File: src/rtl/vend_pkg.sv
// Shared types for the vending change controller: FSM states, coin
// encodings and the 4-bit credit type.
package vend_pkg;

  typedef enum logic [1:0] {
    ST_IDLE    = 2'd0,
    ST_COLLECT = 2'd1,
    ST_VEND    = 2'd2,
    ST_CHANGE  = 2'd3
  } vend_state_e;

  typedef logic [3:0] credit_t;
  typedef logic [2:0] coin_t;

  localparam coin_t COIN_NONE = 3'd0;
  localparam coin_t COIN_1    = 3'd1;
  localparam coin_t COIN_2    = 3'd2;
  localparam coin_t COIN_5    = 3'd5;

  // Only 1, 2 and 5 are real coins; every other nonzero code is illegal.
  function automatic logic coin_legal(coin_t c);
    return (c == COIN_1) || (c == COIN_2) || (c == COIN_5);
  endfunction

endpackage

File: src/rtl/vend_change_ctrl_if.sv
// Dispense/eject handshake bundle between the controller (master) and the
// motor/ejector mechanics (slave).
//
// Handshake: each channel transfers on a rising clk edge where valid and
// ready are both high. Once valid rises, the master holds valid and its
// payload (vend_id / chg_coin) unchanged until that transfer; ready may
// toggle freely and has no effect while valid is low.
import vend_pkg::*;

interface vend_change_ctrl_if;
  logic       vend_valid;
  logic [1:0] vend_id;
  logic       vend_ready;
  logic       chg_valid;
  coin_t      chg_coin;
  logic       chg_ready;

  modport master (
    output vend_valid, vend_id, chg_valid, chg_coin,
    input  vend_ready, chg_ready
  );

  modport slave (
    input  vend_valid, vend_id, chg_valid, chg_coin,
    output vend_ready, chg_ready
  );
endinterface

File: src/rtl/vend_change_gen.sv
// Largest-coin selector: picks the biggest of 5/2/1 that still fits in the
// remaining credit, or no coin when the credit is zero.
import vend_pkg::*;

module vend_change_gen (
  input  credit_t balance,
  output coin_t   coin
);

  // Greedy pick of the next change coin
  always_comb begin
    coin = COIN_NONE;
    if (balance >= 4'd5) begin
      coin = COIN_5;
    end else if (balance >= 4'd2) begin
      coin = COIN_2;
    end else if (balance == 4'd1) begin
      coin = COIN_1;
    end
  end

endmodule

File: src/rtl/vend_change_ctrl.sv
// Vending controller: accepts coins into a 4-bit credit, vends one of four
// products, then pays out any remainder coin by coin.
// Optional build macro VEND_TIMEOUT_EN adds an inactivity auto-refund in
// COLLECT after TIMEOUT_CYCLES quiet cycles.
import vend_pkg::*;

module vend_change_ctrl #(
  parameter int PRICE0         = 7,
  parameter int PRICE1         = 9,
  parameter int PRICE2         = 12,
  parameter int PRICE3         = 15,
  parameter int TIMEOUT_CYCLES = 1000
) (
  input  logic                      clk,
  input  logic                      reset,
  input  coin_t                     coin,
  input  logic                      sel_valid,
  input  logic [1:0]                sel_id,
  input  logic                      cancel,
  vend_change_ctrl_if.master        dsp,
  output credit_t                   balance,
  output logic                      coin_reject,
  output logic                      short_funds,
  output logic                      busy,
  output vend_state_e               state_dbg
);

  vend_state_e state;
  logic [1:0]  vend_id_q;
  credit_t     price_sel;
  coin_t       next_chg;
  logic [4:0]  coin_sum;
  logic        coin_present;
  logic        timeout_hit;

  assign coin_present = (coin != COIN_NONE);
  // One spare bit so an overfull deposit is detected instead of wrapping.
  assign coin_sum     = {1'b0, balance} + {2'b00, coin};

  // Price lookup for the product being selected this cycle
  always_comb begin
    price_sel = credit_t'(PRICE0);
    case (sel_id)
      2'd0: price_sel = credit_t'(PRICE0);
      2'd1: price_sel = credit_t'(PRICE1);
      2'd2: price_sel = credit_t'(PRICE2);
      2'd3: price_sel = credit_t'(PRICE3);
      default: price_sel = credit_t'(PRICE0);
    endcase
  end

  vend_change_gen u_change_gen (
    .balance (balance),
    .coin    (next_chg)
  );

`ifdef VEND_TIMEOUT_EN
  logic [31:0] idle_cnt;
  logic        activity;

  assign activity    = coin_present || sel_valid || cancel;
  assign timeout_hit = (state == ST_COLLECT) && !activity &&
                       (idle_cnt == 32'(TIMEOUT_CYCLES - 1));

  // Count consecutive quiet cycles spent in COLLECT
  always_ff @(posedge clk or posedge reset) begin
    if (reset) begin
      idle_cnt <= '0;
    end else if ((state != ST_COLLECT) || activity || timeout_hit) begin
      idle_cnt <= '0;
    end else begin
      idle_cnt <= idle_cnt + 32'd1;
    end
  end
`else
  localparam int unused_timeout_cycles = TIMEOUT_CYCLES;
  assign timeout_hit = 1'b0;
`endif

  // Main FSM: credit bookkeeping, selection, vend and change payout
  always_ff @(posedge clk or posedge reset) begin
    if (reset) begin
      state       <= ST_IDLE;
      balance     <= '0;
      vend_id_q   <= '0;
      coin_reject <= 1'b0;
      short_funds <= 1'b0;
    end else begin
      coin_reject <= 1'b0;
      short_funds <= 1'b0;
      case (state)
        ST_IDLE, ST_COLLECT: begin
          if ((state == ST_COLLECT) && cancel) begin
            // Refund everything; a coin offered alongside is handed back.
            state       <= ST_CHANGE;
            coin_reject <= coin_present;
          end else if ((state == ST_COLLECT) && sel_valid) begin
            if (balance >= price_sel) begin
              balance   <= balance - price_sel;
              vend_id_q <= sel_id;
              state     <= ST_VEND;
            end else begin
              short_funds <= 1'b1;
            end
            coin_reject <= coin_present;
          end else if (coin_present) begin
            if (coin_legal(coin) && !coin_sum[4]) begin
              balance <= coin_sum[3:0];
              state   <= ST_COLLECT;
            end else begin
              coin_reject <= 1'b1;
            end
          end else if (timeout_hit) begin
            state <= ST_CHANGE;
          end
        end
        ST_VEND: begin
          coin_reject <= coin_present;
          if (dsp.vend_ready) begin
            state <= (balance != '0) ? ST_CHANGE : ST_IDLE;
          end
        end
        ST_CHANGE: begin
          coin_reject <= coin_present;
          if (balance == '0) begin
            state <= ST_IDLE;
          end else if (dsp.chg_ready) begin
            balance <= balance - {1'b0, next_chg};
            if (balance == {1'b0, next_chg}) begin
              state <= ST_IDLE;
            end
          end
        end
        default: state <= ST_IDLE;
      endcase
    end
  end

  // Handshake outputs decode straight from registered state and credit,
  // so they drop to zero the moment reset is asserted.
  assign dsp.vend_valid = (state == ST_VEND);
  assign dsp.vend_id    = (state == ST_VEND) ? vend_id_q : 2'd0;
  assign dsp.chg_valid  = (state == ST_CHANGE) && (balance != '0);
  assign dsp.chg_coin   = dsp.chg_valid ? next_chg : COIN_NONE;
  assign busy           = (state == ST_VEND) || (state == ST_CHANGE);
  assign state_dbg      = state;

endmodule

File: src/flat_wrapper.sv
// flat-port wrapper written by rule: the top's interface ports become plain ports
module vend_change_ctrl_flat 
#(
  parameter int PRICE0         = 7,
  parameter int PRICE1         = 9,
  parameter int PRICE2         = 12,
  parameter int PRICE3         = 15,
  parameter int TIMEOUT_CYCLES = 1000
)
  (clk, reset, coin, sel_valid, sel_id, cancel, balance, coin_reject, short_funds, busy, state_dbg, dsp_vend_valid, dsp_vend_id, dsp_chg_valid, dsp_chg_coin, dsp_vend_ready, dsp_chg_ready);
  vend_change_ctrl_if dsp_i ();
  input  logic clk;
  input  logic reset;
  input  coin_t coin;
  input  logic sel_valid;
  input  logic [1:0] sel_id;
  input  logic cancel;
  output credit_t balance;
  output logic coin_reject;
  output logic short_funds;
  output logic busy;
  output vend_state_e state_dbg;
  output wire logic [$bits(dsp_i.vend_valid)-1:0] dsp_vend_valid;
  output wire logic [$bits(dsp_i.vend_id)-1:0] dsp_vend_id;
  output wire logic [$bits(dsp_i.chg_valid)-1:0] dsp_chg_valid;
  output wire logic [$bits(dsp_i.chg_coin)-1:0] dsp_chg_coin;
  input wire logic [$bits(dsp_i.vend_ready)-1:0] dsp_vend_ready;
  input wire logic [$bits(dsp_i.chg_ready)-1:0] dsp_chg_ready;
  assign dsp_vend_valid = dsp_i.vend_valid;
  assign dsp_vend_id = dsp_i.vend_id;
  assign dsp_chg_valid = dsp_i.chg_valid;
  assign dsp_chg_coin = dsp_i.chg_coin;
  assign dsp_i.vend_ready = dsp_vend_ready;
  assign dsp_i.chg_ready = dsp_chg_ready;
  vend_change_ctrl #(.PRICE0(PRICE0), .PRICE1(PRICE1), .PRICE2(PRICE2), .PRICE3(PRICE3), .TIMEOUT_CYCLES(TIMEOUT_CYCLES)) u_core (.clk(clk), .reset(reset), .coin(coin), .sel_valid(sel_valid), .sel_id(sel_id), .cancel(cancel), .dsp(dsp_i), .balance(balance), .coin_reject(coin_reject), .short_funds(short_funds), .busy(busy), .state_dbg(state_dbg));
endmodule
File: config.mk
export PLATFORM = sky130hd
export DESIGN_NAME = vend_change_ctrl_flat
export DESIGN_NICKNAME = d
export VERILOG_FILES = /design/src/rtl/vend_pkg.sv /design/src/rtl/vend_change_ctrl_if.sv /design/src/rtl/vend_change_gen.sv /design/src/rtl/vend_change_ctrl.sv /design/src/flat_wrapper.sv
export SDC_FILE = /design/constraint.sdc
export NUM_CORES = 1
export LEC_CHECK = 0
export CORE_MARGIN = 8
export CORE_UTILIZATION = 49
export DETAILED_ROUTE_END_ITERATION = 7
export PLACE_DENSITY = 0.83
export SETUP_SLACK_MARGIN = 0.3
export SKIP_CTS_REPAIR_TIMING = 1
export SYNTH_ARGS = -nofsm -noshare
export SYNTH_HDL_FRONTEND = slang
export SYNTH_SLANG_ARGS = --single-unit
File: constraint.sdc
create_clock -name clk -period 2.9 [get_ports clk]
set_input_delay 0.29 -clock clk [delete_from_list [all_inputs] [get_ports clk]]
set_output_delay 0.29 -clock clk [all_outputs]
set_load 0.1 [all_outputs]
==> metrics <==
post-route ant nets 0; Async SR Flop Fraction 1.00; fmax 404 MHz; routed vias 1046; clk_lat worst skew 0.27 ns; CP Class input pin to flop; FP Rows 17; Slew Limit Fails 0; number of synthesized flops with an enable pin 0; largest net degree at the start of global routing 15; syn nets 160; H-tree levels 1; gr ovfl total 0; cell count after placement 184; status completed; clk sinks 10; final core utilization 0.657; core area 2190 um2; Final Wtd Congestion 0.889; clock-pin slew on the worst setup and hold paths 0.07 ns; CTS tree built; Reg-to-Reg Start u_core.balance[1]$_DFFE_PP0P_; die width 63.9 um; max incr delay on CP 0.48 ns; Max FO, Critical Path 4; layout cells sized above 1 0.281; Nets 188; Die Y 63.9 um; number of synthesized register bits 10; first-pass GRT wire length 4.42 mm; clk buf depth 2; drt pass-1 iters 4; Synth Flop Type dfrtp_1; drt drc 0; Worst R2R End u_core.state_dbg[0]$_DFFE_PP0P_; Max-slew headroom 0.738; crit-path cells clkdlybuf4s50_1 > inv_1 > ha_1 > inv_1 > fa_1 > a21boi_0 > o21ai_1 > a32o_1 > a21o_4 > mux2_4; Crit path buffers/inverters 3; Synth Instances 133; root buf cell clkbuf_4; routed wire length 2.69 mm; mapped cell area 1130 um2; boundary pin count 27; worst reg2reg path depth 10; Yosys warning count 0; sequential fraction of the synthesis area 0.222; crit-path leading delay family compound AO/OA/AOI/OAI gates; Worst setup EP type flop; r2r setup slk 0.50 ns; Worst EP required 3.05 ns; Worst EP arrival 2.63 ns; wire per inst 14.3 um; port buffer count 26; RSZ-0062 raised after global routing no; Hold Path Class input pin to async pin; fin cells 188; Netlist cell types 39; TritonCTS buffer count 3; Max Cap Viol 0; Synth Area per Inst 8.47 um2; area grow syn2layout 27.9%; Fin Setup TNS 0 ns; DIE AREA 4090 um2; Least-Margin Pin Slew 0.389 ns; WP depth 10; clock skew 0.000559 ns; min cycle time layout 2.48 ns; DP HPWL 2.31 mm; Final Hold Vio Count 0; Starting Density 0.514; Detailed Route Iter0 Violations 16; ant diodes 0; gr usage total 0.131; Final setup viols 0; vias in the first global route 1033; slowest CP cell clkdlybuf4s50_1; routed vias/inst 5.56; Crit path top cell by count inv_1; critical path startpoint category input pin; period utilization 0.855; initial antenna violation count 0
## worst max path at each step
stage / to / start
6_report: u_core.balance[2]$_DFFE_PP0P_ / sel_id[1]
5_1_grt: u_core.balance[2]$_DFFE_PP0P_ / sel_id[1]
4_1_cts: u_core.balance[2]$_DFFE_PP0P_ / sel_id[1]
3_5_place_dp: u_core.balance[2]$_DFFE_PP0P_ / sel_id[0]
3_3_place_gp: u_core.balance[2]$_DFFE_PP0P_ / sel_id[0]
2_1_floorplan: dsp_vend_id[0] / u_core.state_dbg[1]$_DFFE_PP0P_
## flip-flops by register name, indices dropped and copies added (netlist names)
| signal | cells |
|---|---|
| u_core.state_dbg | 2 |
| u_core.coin_reject | 1 |
| u_core.balance | 4 |
| u_core.vend_id_q | 2 |
| u_core.short_funds | 1 |
## Yosys cell counts, types with 2 or more instances
cell	instances	area share
a211oi_1	2	0.013
a21boi_0	2	0.013
a21o_1	2	0.013
a21oi_1	11	0.049
a22oi_1	2	0.013
a31oi_1	2	0.011
and2_1	3	0.017
buf_2	2	0.0089
dfrtp_1	10	0.22
fa_1	3	0.053
ha_1	13	0.14
inv_1	15	0.050
mux2_4	2	0.027
mux2i_1	2	0.018
nand2_1	7	0.023
nand3b_1	2	0.013
nand4_1	2	0.011
nor2_1	13	0.043
nor2b_1	6	0.033
o21a_1	2	0.013
o21ai_0	9	0.040
or2_2	2	0.011
xnor2_1	3	0.023
## cells by family after synthesis
kind of cell	count (synthesis)	share of synthesized area
AOI/OAI and AO/OA	40	0.238
and+or+nand+nor	41	0.202
adders and majority gates	16	0.198
DFF	10	0.222
xor gates and xnor gates	3	0.0233
buffers and inverters	19	0.0722
muxes	4	0.0444
## layout make-up
cell class                 instances  area [um2]
timing repair buffer              27         228
inverter                          15        60.1
tap                               28        35.0
clock buffer                       4        36.3
multi-input combinational        104         818
fill                             177         751
sequential                        10         263
## worst reg2reg max path: stages (launching register included)
cell and delay, ns:
dfrtp_4 0.47, inv_1 0.18, nor2_2 0.17, a21oi_1 0.05
or2_2 0.32, ha_1 0.31, nand4_1 0.10, nor2_1 0.15
o32a_2 0.18, nand2b_1 0.05, o32a_1 0.32
## metrics by stage
stage | instance area (um2) | setup slack [ns] | hold slack, ns
2_1_floorplan | 1160 | 0.239 | 0.130
3_3_place_gp | 1400 | 0.159 | 0.474
3_5_place_dp | 1400 | 0.0613 | 0.472
4_1_cts | 1430 | 0.353 | 0.303
5_1_grt | 1440 | 0.305 | 0.325
6_report | 1440 | 0.422 | 0.293
## layer usage
layer  global-route usage  routed length [um]  vias to the layer above  share of wire
met1                0.147                1170                      487           0.43
met4               0.0418                  57                        0          0.021
li1                     -                   -                      521              -
met2                0.230                1280                       31           0.48
met3               0.0418                 182                        7          0.068
met5                    0                   0                        -              0
## cell usage in the layout (no fill, tap or decap), drive strengths merged, types with 3 or more instances in the layout
cell	instances
fa	3
dfrtp	10
clkdlybuf4s50	10
nand2	7
ha	13
xnor2	3
inv	14
o21ai	9
clkbuf	4
buf	17
nor2b	6
nor2	13
a21o	3
and2	4
a21oi	11
Power is not shown: default switching activity piles up to over one toggle a cycle in this logic, so the estimate is an artifact.
